==> src/rtl/ula_sequencer_pkg.sv <==
// ula_pkg: shared types and constants for the ULA sequencer.
// Holds the FSM state encoding, the ULA opcode map and datapath widths.
package ula_pkg;

  localparam int DATA_W = 8;
  localparam int RES_W  = 9;
  localparam int CNT_W  = 4;

  localparam logic [2:0] OP_ADD = 3'd0;
  localparam logic [2:0] OP_SUB = 3'd1;
  localparam logic [2:0] OP_AND = 3'd2;
  localparam logic [2:0] OP_OR  = 3'd3;
  localparam logic [2:0] OP_XOR = 3'd4;
  localparam logic [2:0] OP_NOT = 3'd5;
  localparam logic [2:0] OP_SHL = 3'd6;
  localparam logic [2:0] OP_SHR = 3'd7;

  typedef enum logic [2:0] {
    IDLE = 3'd0,
    LOAD = 3'd1,
    EXEC = 3'd2,
    CAPT = 3'd3,
    RESP = 3'd4
  } state_t;

endpackage

==> src/rtl/ula_sequencer_if.sv <==
// ula_sequencer_if: request/response handshakes plus the ULA register
// connections. The optional result flags exist only when ULA_SEQ_FLAGS_EN
// is defined.
interface ula_sequencer_if
  import ula_pkg::*;
#(
  parameter int OP_W = 3
);

  logic              req_valid;
  logic              req_ready;
  logic [DATA_W-1:0] req_a;
  logic [DATA_W-1:0] req_b;
  logic [OP_W-1:0]   req_op;
  logic [DATA_W-1:0] ula_a;
  logic [DATA_W-1:0] ula_b;
  logic [OP_W-1:0]   ula_op;
  logic [RES_W-1:0]  ula_res;
  logic              rsp_valid;
  logic              rsp_ready;
  logic [RES_W-1:0]  rsp_data;
  logic              busy;
`ifdef ULA_SEQ_FLAGS_EN
  logic              rsp_zero;
  logic              rsp_carry;
`endif

  // Sequencer side
  modport slave (
    input  req_valid, req_a, req_b, req_op, ula_res, rsp_ready,
`ifdef ULA_SEQ_FLAGS_EN
    output rsp_zero, rsp_carry,
`endif
    output req_ready, ula_a, ula_b, ula_op, rsp_valid, rsp_data, busy
  );

  // Requester / ULA side
  modport master (
    output req_valid, req_a, req_b, req_op, ula_res, rsp_ready,
`ifdef ULA_SEQ_FLAGS_EN
    input  rsp_zero, rsp_carry,
`endif
    input  req_ready, ula_a, ula_b, ula_op, rsp_valid, rsp_data, busy
  );

endinterface

==> src/rtl/ula_sequencer_cnt.sv <==
// ula_seq_cnt: 4-bit loadable down-counter timing the EXEC phase.
// Decrement saturates at zero so a stray dec never wraps.
module ula_seq_cnt
  import ula_pkg::*;
(
  input  logic             clk,
  input  logic             clr_n,
  input  logic             load_i,
  input  logic             dec_i,
  input  logic [CNT_W-1:0] load_val_i,
  output logic             zero_o
);

  logic [CNT_W-1:0] cnt_q;
  logic [CNT_W-1:0] cnt_d;

  // Next count: load has priority over decrement
  always_comb begin
    cnt_d = cnt_q;
    if (load_i) begin
      cnt_d = load_val_i;
    end else if (dec_i && (cnt_q != '0)) begin
      cnt_d = cnt_q - 1'b1;
    end
  end

  // Count register
  always_ff @(posedge clk or negedge clr_n) begin
    if (!clr_n) begin
      cnt_q <= '0;
    end else begin
      cnt_q <= cnt_d;
    end
  end

  assign zero_o = (cnt_q == '0);

endmodule

==> src/rtl/ula_sequencer.sv <==
// ula_sequencer: walks the ULA through IDLE->LOAD->EXEC->CAPT->RESP for
// one operation at a time. Define ULA_SEQ_FLAGS_EN to add the registered
// rsp_zero / rsp_carry result flags.
module ula_sequencer
  import ula_pkg::*;
#(
  parameter int EXEC_CYCLES = 1,
  parameter int OP_W        = 3
) (
  input logic            clk,
  input logic            clr_n,
  ula_sequencer_if.slave bus
);

  if ((EXEC_CYCLES < 1) || (EXEC_CYCLES > 15)) begin : g_bad_exec_cycles
    $error("ula_sequencer: EXEC_CYCLES must be within 1..15");
  end

  localparam logic [CNT_W-1:0] EXEC_LOAD = CNT_W'(EXEC_CYCLES - 1);

  state_t            state_q, state_d;
  logic [DATA_W-1:0] a_q, a_d;
  logic [DATA_W-1:0] b_q, b_d;
  logic [OP_W-1:0]   op_q, op_d;
  logic [RES_W-1:0]  data_q, data_d;
  logic              cnt_load;
  logic              cnt_dec;
  logic              cnt_zero;
`ifdef ULA_SEQ_FLAGS_EN
  logic              zero_q, zero_d;
  logic              carry_q, carry_d;
`endif

  ula_seq_cnt u_cnt (
    .clk       (clk),
    .clr_n     (clr_n),
    .load_i    (cnt_load),
    .dec_i     (cnt_dec),
    .load_val_i(EXEC_LOAD),
    .zero_o    (cnt_zero)
  );

  // Next-state logic: operand holding, counter control and result capture
  always_comb begin
    state_d  = state_q;
    a_d      = a_q;
    b_d      = b_q;
    op_d     = op_q;
    data_d   = data_q;
    cnt_load = 1'b0;
    cnt_dec  = 1'b0;
`ifdef ULA_SEQ_FLAGS_EN
    zero_d   = zero_q;
    carry_d  = carry_q;
`endif
    case (state_q)
      IDLE: begin
        if (bus.req_valid) begin
          a_d     = bus.req_a;
          b_d     = bus.req_b;
          op_d    = bus.req_op;
          state_d = LOAD;
        end
      end
      LOAD: begin
        cnt_load = 1'b1;
        state_d  = EXEC;
      end
      EXEC: begin
        if (cnt_zero) begin
          state_d = CAPT;
        end else begin
          cnt_dec = 1'b1;
        end
      end
      CAPT: begin
        data_d  = bus.ula_res;
`ifdef ULA_SEQ_FLAGS_EN
        zero_d  = (bus.ula_res[DATA_W-1:0] == '0);
        carry_d = bus.ula_res[RES_W-1];
`endif
        state_d = RESP;
      end
      RESP: begin
        if (bus.rsp_ready) begin
          state_d = IDLE;
        end
      end
      default: state_d = IDLE;
    endcase
  end

  // State and datapath registers; reset discards any in-flight operation
  always_ff @(posedge clk or negedge clr_n) begin
    if (!clr_n) begin
      state_q <= IDLE;
      a_q     <= '0;
      b_q     <= '0;
      op_q    <= '0;
      data_q  <= '0;
`ifdef ULA_SEQ_FLAGS_EN
      zero_q  <= 1'b0;
      carry_q <= 1'b0;
`endif
    end else begin
      state_q <= state_d;
      a_q     <= a_d;
      b_q     <= b_d;
      op_q    <= op_d;
      data_q  <= data_d;
`ifdef ULA_SEQ_FLAGS_EN
      zero_q  <= zero_d;
      carry_q <= carry_d;
`endif
    end
  end

  assign bus.req_ready = (state_q == IDLE);
  assign bus.busy      = (state_q != IDLE);
  assign bus.rsp_valid = (state_q == RESP);
  assign bus.rsp_data  = data_q;
  assign bus.ula_a     = a_q;
  assign bus.ula_b     = b_q;
  assign bus.ula_op    = op_q;
`ifdef ULA_SEQ_FLAGS_EN
  assign bus.rsp_zero  = zero_q;
  assign bus.rsp_carry = carry_q;
`endif

endmodule

==> src/flat_wrapper.sv <==
// flat-port wrapper written by rule: the top's interface ports become plain ports
module ula_sequencer_flat import ula_pkg::*;
#(
  parameter int EXEC_CYCLES = 1,
  parameter int OP_W        = 3
)
  (clk, clr_n, bus_req_valid, bus_req_a, bus_req_b, bus_req_op, bus_ula_res, bus_rsp_ready, bus_req_ready, bus_ula_a, bus_ula_b, bus_ula_op, bus_rsp_valid, bus_rsp_data, bus_busy);
  ula_sequencer_if #(.OP_W(OP_W)) bus_i ();
  input logic clk;
  input logic clr_n;
  input wire logic [$bits(bus_i.req_valid)-1:0] bus_req_valid;
  input wire logic [$bits(bus_i.req_a)-1:0] bus_req_a;
  input wire logic [$bits(bus_i.req_b)-1:0] bus_req_b;
  input wire logic [$bits(bus_i.req_op)-1:0] bus_req_op;
  input wire logic [$bits(bus_i.ula_res)-1:0] bus_ula_res;
  input wire logic [$bits(bus_i.rsp_ready)-1:0] bus_rsp_ready;
  output wire logic [$bits(bus_i.req_ready)-1:0] bus_req_ready;
  output wire logic [$bits(bus_i.ula_a)-1:0] bus_ula_a;
  output wire logic [$bits(bus_i.ula_b)-1:0] bus_ula_b;
  output wire logic [$bits(bus_i.ula_op)-1:0] bus_ula_op;
  output wire logic [$bits(bus_i.rsp_valid)-1:0] bus_rsp_valid;
  output wire logic [$bits(bus_i.rsp_data)-1:0] bus_rsp_data;
  output wire logic [$bits(bus_i.busy)-1:0] bus_busy;
  assign bus_i.req_valid = bus_req_valid;
  assign bus_i.req_a = bus_req_a;
  assign bus_i.req_b = bus_req_b;
  assign bus_i.req_op = bus_req_op;
  assign bus_i.ula_res = bus_ula_res;
  assign bus_i.rsp_ready = bus_rsp_ready;
  assign bus_req_ready = bus_i.req_ready;
  assign bus_ula_a = bus_i.ula_a;
  assign bus_ula_b = bus_i.ula_b;
  assign bus_ula_op = bus_i.ula_op;
  assign bus_rsp_valid = bus_i.rsp_valid;
  assign bus_rsp_data = bus_i.rsp_data;
  assign bus_busy = bus_i.busy;
  ula_sequencer #(.EXEC_CYCLES(EXEC_CYCLES), .OP_W(OP_W)) u_core (.clk(clk), .clr_n(clr_n), .bus(bus_i));
endmodule
==> config.mk <==
export PLATFORM = sky130hd
export DESIGN_NAME = ula_sequencer_flat
export DESIGN_NICKNAME = d
export VERILOG_FILES = /design/src/rtl/ula_sequencer_pkg.sv /design/src/rtl/ula_sequencer_if.sv /design/src/rtl/ula_sequencer_cnt.sv /design/src/rtl/ula_sequencer.sv /design/src/flat_wrapper.sv
export SDC_FILE = /design/constraint.sdc
export NUM_CORES = 1
export LEC_CHECK = 0
export ABC_CLOCK_PERIOD_IN_PS = 4200
export CAP_MARGIN = 30
export CORE_MARGIN = 2
export CORE_UTILIZATION = 45
export CTS_BUF_LIST = sky130_fd_sc_hd__clkbuf_16
export DETAILED_ROUTE_END_ITERATION = 16
export PLACE_DENSITY = 0.86
export SYNTH_ARGS = -nofsm -noshare
export SYNTH_HDL_FRONTEND = slang
export SYNTH_SLANG_ARGS = --single-unit
==> constraint.sdc <==
create_clock -name clk -period 4.2 [get_ports clk]
set_input_delay 0.84 -clock clk [delete_from_list [all_inputs] [get_ports clk]]
set_output_delay 0.84 -clock clk [all_outputs]
set_load 0.01 [all_outputs]
## Yosys cells after proc, flatten, opt, wreduce, memory -nomap -nowiden

Cells that the tools add are included.

| cells by class | value |
|---|---|
| muxes and demuxes | 9 |
| equality and inequality tests | 7 |
| reduce and logical (&&, ||, !) cells | 8 |
| $add $sub $neg | 1 |

Operators with widths:

| kind | number |
|---|---|
| case mux 3 bit (5 select lines) | 1 |
| 2-to-1 mux 3 bit | 3 |
| 2-to-1 mux 4 bit | 2 |
| equality test 3 x 2 -> 1 bit, second input constant | 2 |
| logical NOT 4 bit | 1 |
| inequality test 2 bit, second input constant | 2 |
| nonzero test 4 bit | 1 |
| subtractor 4 x 1 -> 4 bit, second input constant | 1 |
| equality test 3 x 1 -> 1 bit, second input constant | 1 |
| equality test 3 bit, second input constant | 1 |
| logical NOT 3 bit | 1 |
| 2-to-1 mux 1 bit | 3 |
| AND reduction 3 bit | 1 |
| nonzero test 3 bit | 1 |
| inequality test 2 x 1 -> 1 bit, second input constant | 1 |
| AND reduction 2 bit | 1 |
| nonzero test 2 bit | 1 |
| logical AND 1 bit | 1 |

| storage, ports and cells | value |
|---|---|
| bits of input ports | 32 |
| register bits after elaboration | 35 |
| output and inout bits | 31 |

## Depth between registers and ports, before layout

| logic depth | value |
|---|---|
| depth in word-level cells | 6 |
| gate-level depth with buffers | 6 |
| mapped depth without buffers | 5 |

## Cells and area by module

A second synthesis with hierarchy kept.

| unflattened totals | value |
|---|---|
| cell total of the unflattened synthesis | 106 |
| area total of the unflattened synthesis | 1,574.0 µm² |

Modules (own cells, without submodules):

| module | cells an instance | area an instance (µm²) | instances |
|---|---|---|---|
| ula_sequencer | 79 | 1,303.8 | 1 |
| ula_seq_cnt | 27 | 270.3 | 1 |

## Worst setup path after synthesis

No wires, ideal clock.

| timing path | value |
|---|---|
| kind | register to output |
| start point | reg u_core.state_q[0] |
| end point | out bus_rsp_valid |
| stages on the path, launching flop included | 5 |
| data required time | 3.360 ns |
| path slack | 2.432 ns |
| path buffers | 1 |
| data arrival time | 0.928 ns |
| cell sequence | dfrtp_1 > buf_2 > nor2_1 > nand2_1 > inv_1 |

| on the way | value |
|---|---|
| cells in the longest elaborated chain, start to end | 1 |

Ends and longest elaborated chain:

| what | line | source |
|---|---|---|
| from (decl) | ula_sequencer.sv:21 | `state_t state_q, state_d;` |
| from (signal assigned) | ula_sequencer.sv:106 | `state_q <= state_d;` |
| equality test 3 bit | ula_sequencer.sv:120 | `assign bus.rsp_valid = (state_q == RESP);` |
| to (decl) | flat_wrapper.sv:21 | `output wire logic [$bits(bus_i.rsp_valid)-1:0] bus_rsp_valid;` |

Every way passes these cells.

## Final worst setup path

Ends and elaborated chain as after synthesis.

==> results_dict.tcl <==
set metrics [dict create \
    clk_pin_slew_ns 0.05 \
    finClkSkew_ns 0.00161 \
    path_max_fanout 13 \
    cts_root_buffer "clkbuf_16" \
    r2r-start "u_core.state_q[0]" \
    diodes 0 \
    cts_repair_resize_count 0 \
    port_buffers 62 \
    first_pass_iters 4 \
    grt_max_degree 36 \
    whs_path_depth 1 \
    clockBufferDepth 2 \
    hp-class "register to register" \
    fillers 223 \
    drt-total-wl_mm 3.42 \
    drc 0 \
    status "complete, no violations" \
    dpl_worst_slack_ns 1.64 \
    crit_required_ns 3.36 \
    syn_nets 143 \
    synth_compound_area_frac 0.0377 \
    grt.total_usage 0.191 \
    finalSetupViolations 0 \
    die_area_mm2 0.00380 \
    grt-ovfl-total 0 \
    holdCritStartpoint "u_core.bus.ula_a[1]" \
    grt_pass1_vias 1135 \
    yosys.cell_count.top_type "dfrtp_1" \
    crit_type "register to primary output" \
    synth-seq-area-share 0.586 \
    slew-limit-headroom 0.452 \
    grt_pass1_wl_mm 5.19 \
    fmax_mhz 378 \
    dp_hpwl_mm 2.57 \
    hold_violations 0 \
    rows 20 \
    num_vias 1097 \
    maxCapViolCount 0 \
    synth_area_leader_cell "dfrtp_1" \
    synth.area.top_cells "dfrtp_1, mux2_2, buf_6" \
    worst_setup_path_start_kind "register" \
    muxShareOfSynthArea 0.218 \
    wl_per_cell_um 15.7 \
    synthCells 109 \
    cts_setup_buffers 0 \
    whs_ns 0.504 \
    synth-edff-count 0 \
    yosys.area_share.xor_xnor 0.00586 \
    start_util 0.481 \
    clock_latency_ns 0.27 \
    max-vdd-ir-drop_mv 0.349 \
    worstMarginPinSlew_ns 0.821 \
    synthTopCellsByCount "dfrtp_1, mux2_2, inv_1" \
    drt_iter0_drc 21 \
    cts_made_buffers 5 \
    yosys.area_share.simple 0.0913 \
    r2r_slack_ns 2.16 \
    period_minus_slack_ns 2.65 \
    p_per_area_mw_per_mm2 745 \
    coreArea_mm2 0.00310 \
    layout-drive-gt1-share 0.218 \
    ant_nets 0 \
    final_nets 208 \
    synth_seq_cells 35 \
    slew_violations 0 \
    h-tree-depth 2 \
    synth_cell_types 23 \
    finish.instance_area_mm2 0.00227 \
    ys_warn_count 0 \
    dp_cells 211 \
    synthFlopType "dfrtp_1" \
    synth_area_mm2 0.00149 \
    synth.avg_cell_area_um2 13.7 \
    endpoint_kind "primary output" \
    leakagePower_nw 0.958 \
    layout_setup_ws_ns 1.55 \
    cp.arrival_ns 1.81 \
    regToRegEndpoint "u_core.bus.ula_a[4]" \
    syn2layout_area_growth_pct 51.8 \
    gp_congestion 0.764 \
    die_w_um 61.6 \
    clock_sink_count 35 \
    synth_top_cell_area_share 0.586 \
    synthArstFlopShare 1.00 \
    min_to "u_core.bus.ula_a[1]" \
    worstRegToRegCells 3 \
    die_h_um 61.6 \
    synth_top_family_by_area "multiplexers" \
    placed_cell_area_mm2 0.00213 \
    finalSetupTns_ns 0 \
    grt_antenna_before_repair 0 \
    ctsHoldBuffers 0 \
    fin_crit_sh 0.630 \
    via_per_inst 5.03 \
    synth-adder-area-share 0.0168 \
    ios 63 \
    finalNonFillerCells 218 \
    cts_tree "built" \
    rsz0062_at_grt "false" \
]
## flip-flops by register name (all words and copies together), names as in the netlist
register,count
u_core.bus.rsp_data,9
u_core.bus.ula_a,8
u_core.bus.ula_b,8
u_core.u_cnt.cnt_q,4
u_core.bus.ula_op,3
u_core.state_q,3
## layout make-up
class | instances | area (µm²) | share of cell area
Sequential cell | 35 | 876 | 0.386
Timing Repair Buffer | 63 | 628 | 0.277
Multi-Input combinational cell | 63 | 552 | 0.243
Clock buffer | 5 | 125 | 0.0552
Tap cell | 44 | 55.1 | 0.0243
Inverter | 6 | 22.5 | 0.00993
Clock inverter | 2 | 8.76 | 0.00386
## placed cells by master, fill, tap and decap left out, types with 2 or more instances in the layout
cell type	synthesis	layout
clkbuf_16	0	5
clkdlybuf4s50_1	0	62
dfrtp_1	35	35
ha_1	2	2
inv_1	6	6
mux2_2	28	28
nand2_1	3	3
nand2b_1	2	2
nand3_1	4	4
nor2_1	3	3
o211ai_1	3	3
o21ai_0	4	4
or4_1	3	3
or4_2	2	2
## cell families (layout without fill, tap and decap cells)
kind of cell,count (synthesis),after routing
compound gates,9,9
xor+xnor,1,1
fa+ha+maj,2,2
buf+inv,11,76
flops,35,35
mux,29,29
simple gates,22,22
## worst max path at each step
stage / start / end
detailed placement: bus_req_valid / u_core.bus.ula_a[4]
global route: u_core.state_q[0] / bus_rsp_valid
finish: u_core.state_q[0] / bus_rsp_valid
CTS: u_core.state_q[0] / bus_rsp_valid
global placement: bus_req_valid / u_core.bus.ula_op[2]
floorplan: u_core.state_q[0] / bus_rsp_valid
## critical path, cell delays in order, from the launching register on
cell and delay (ns):
dfrtp_1 0.53, nor2_1 0.29, nand2_1 0.11, inv_1 0.07, clkdlybuf4s50_1 0.53
## routing by layer
metal	vias up	GRT usage	routed length [µm]
met1	531	0.215	1340
met3	7	0.0525	309
met4	0	0.0821	60
met2	48	0.337	1720
met5	-	0	0
li1	511	-	-
## through the flow
stage / utilization / total power, mW
3_5_place_dp: 0.688 / 1.36
5_1_grt: 0.731 / 1.79
3_3_place_gp: 0.688 / 1.32
2_1_floorplan: - / 0.977
4_1_cts: 0.731 / 1.71
6_report: 0.731 / 1.69
## where the power goes
group,switching (mW),internal (mW)
Clock,0.123,0.212
Combinational,0.267,0.468
Sequential,0.123,0.494
(Power assumes the default switching activity.)
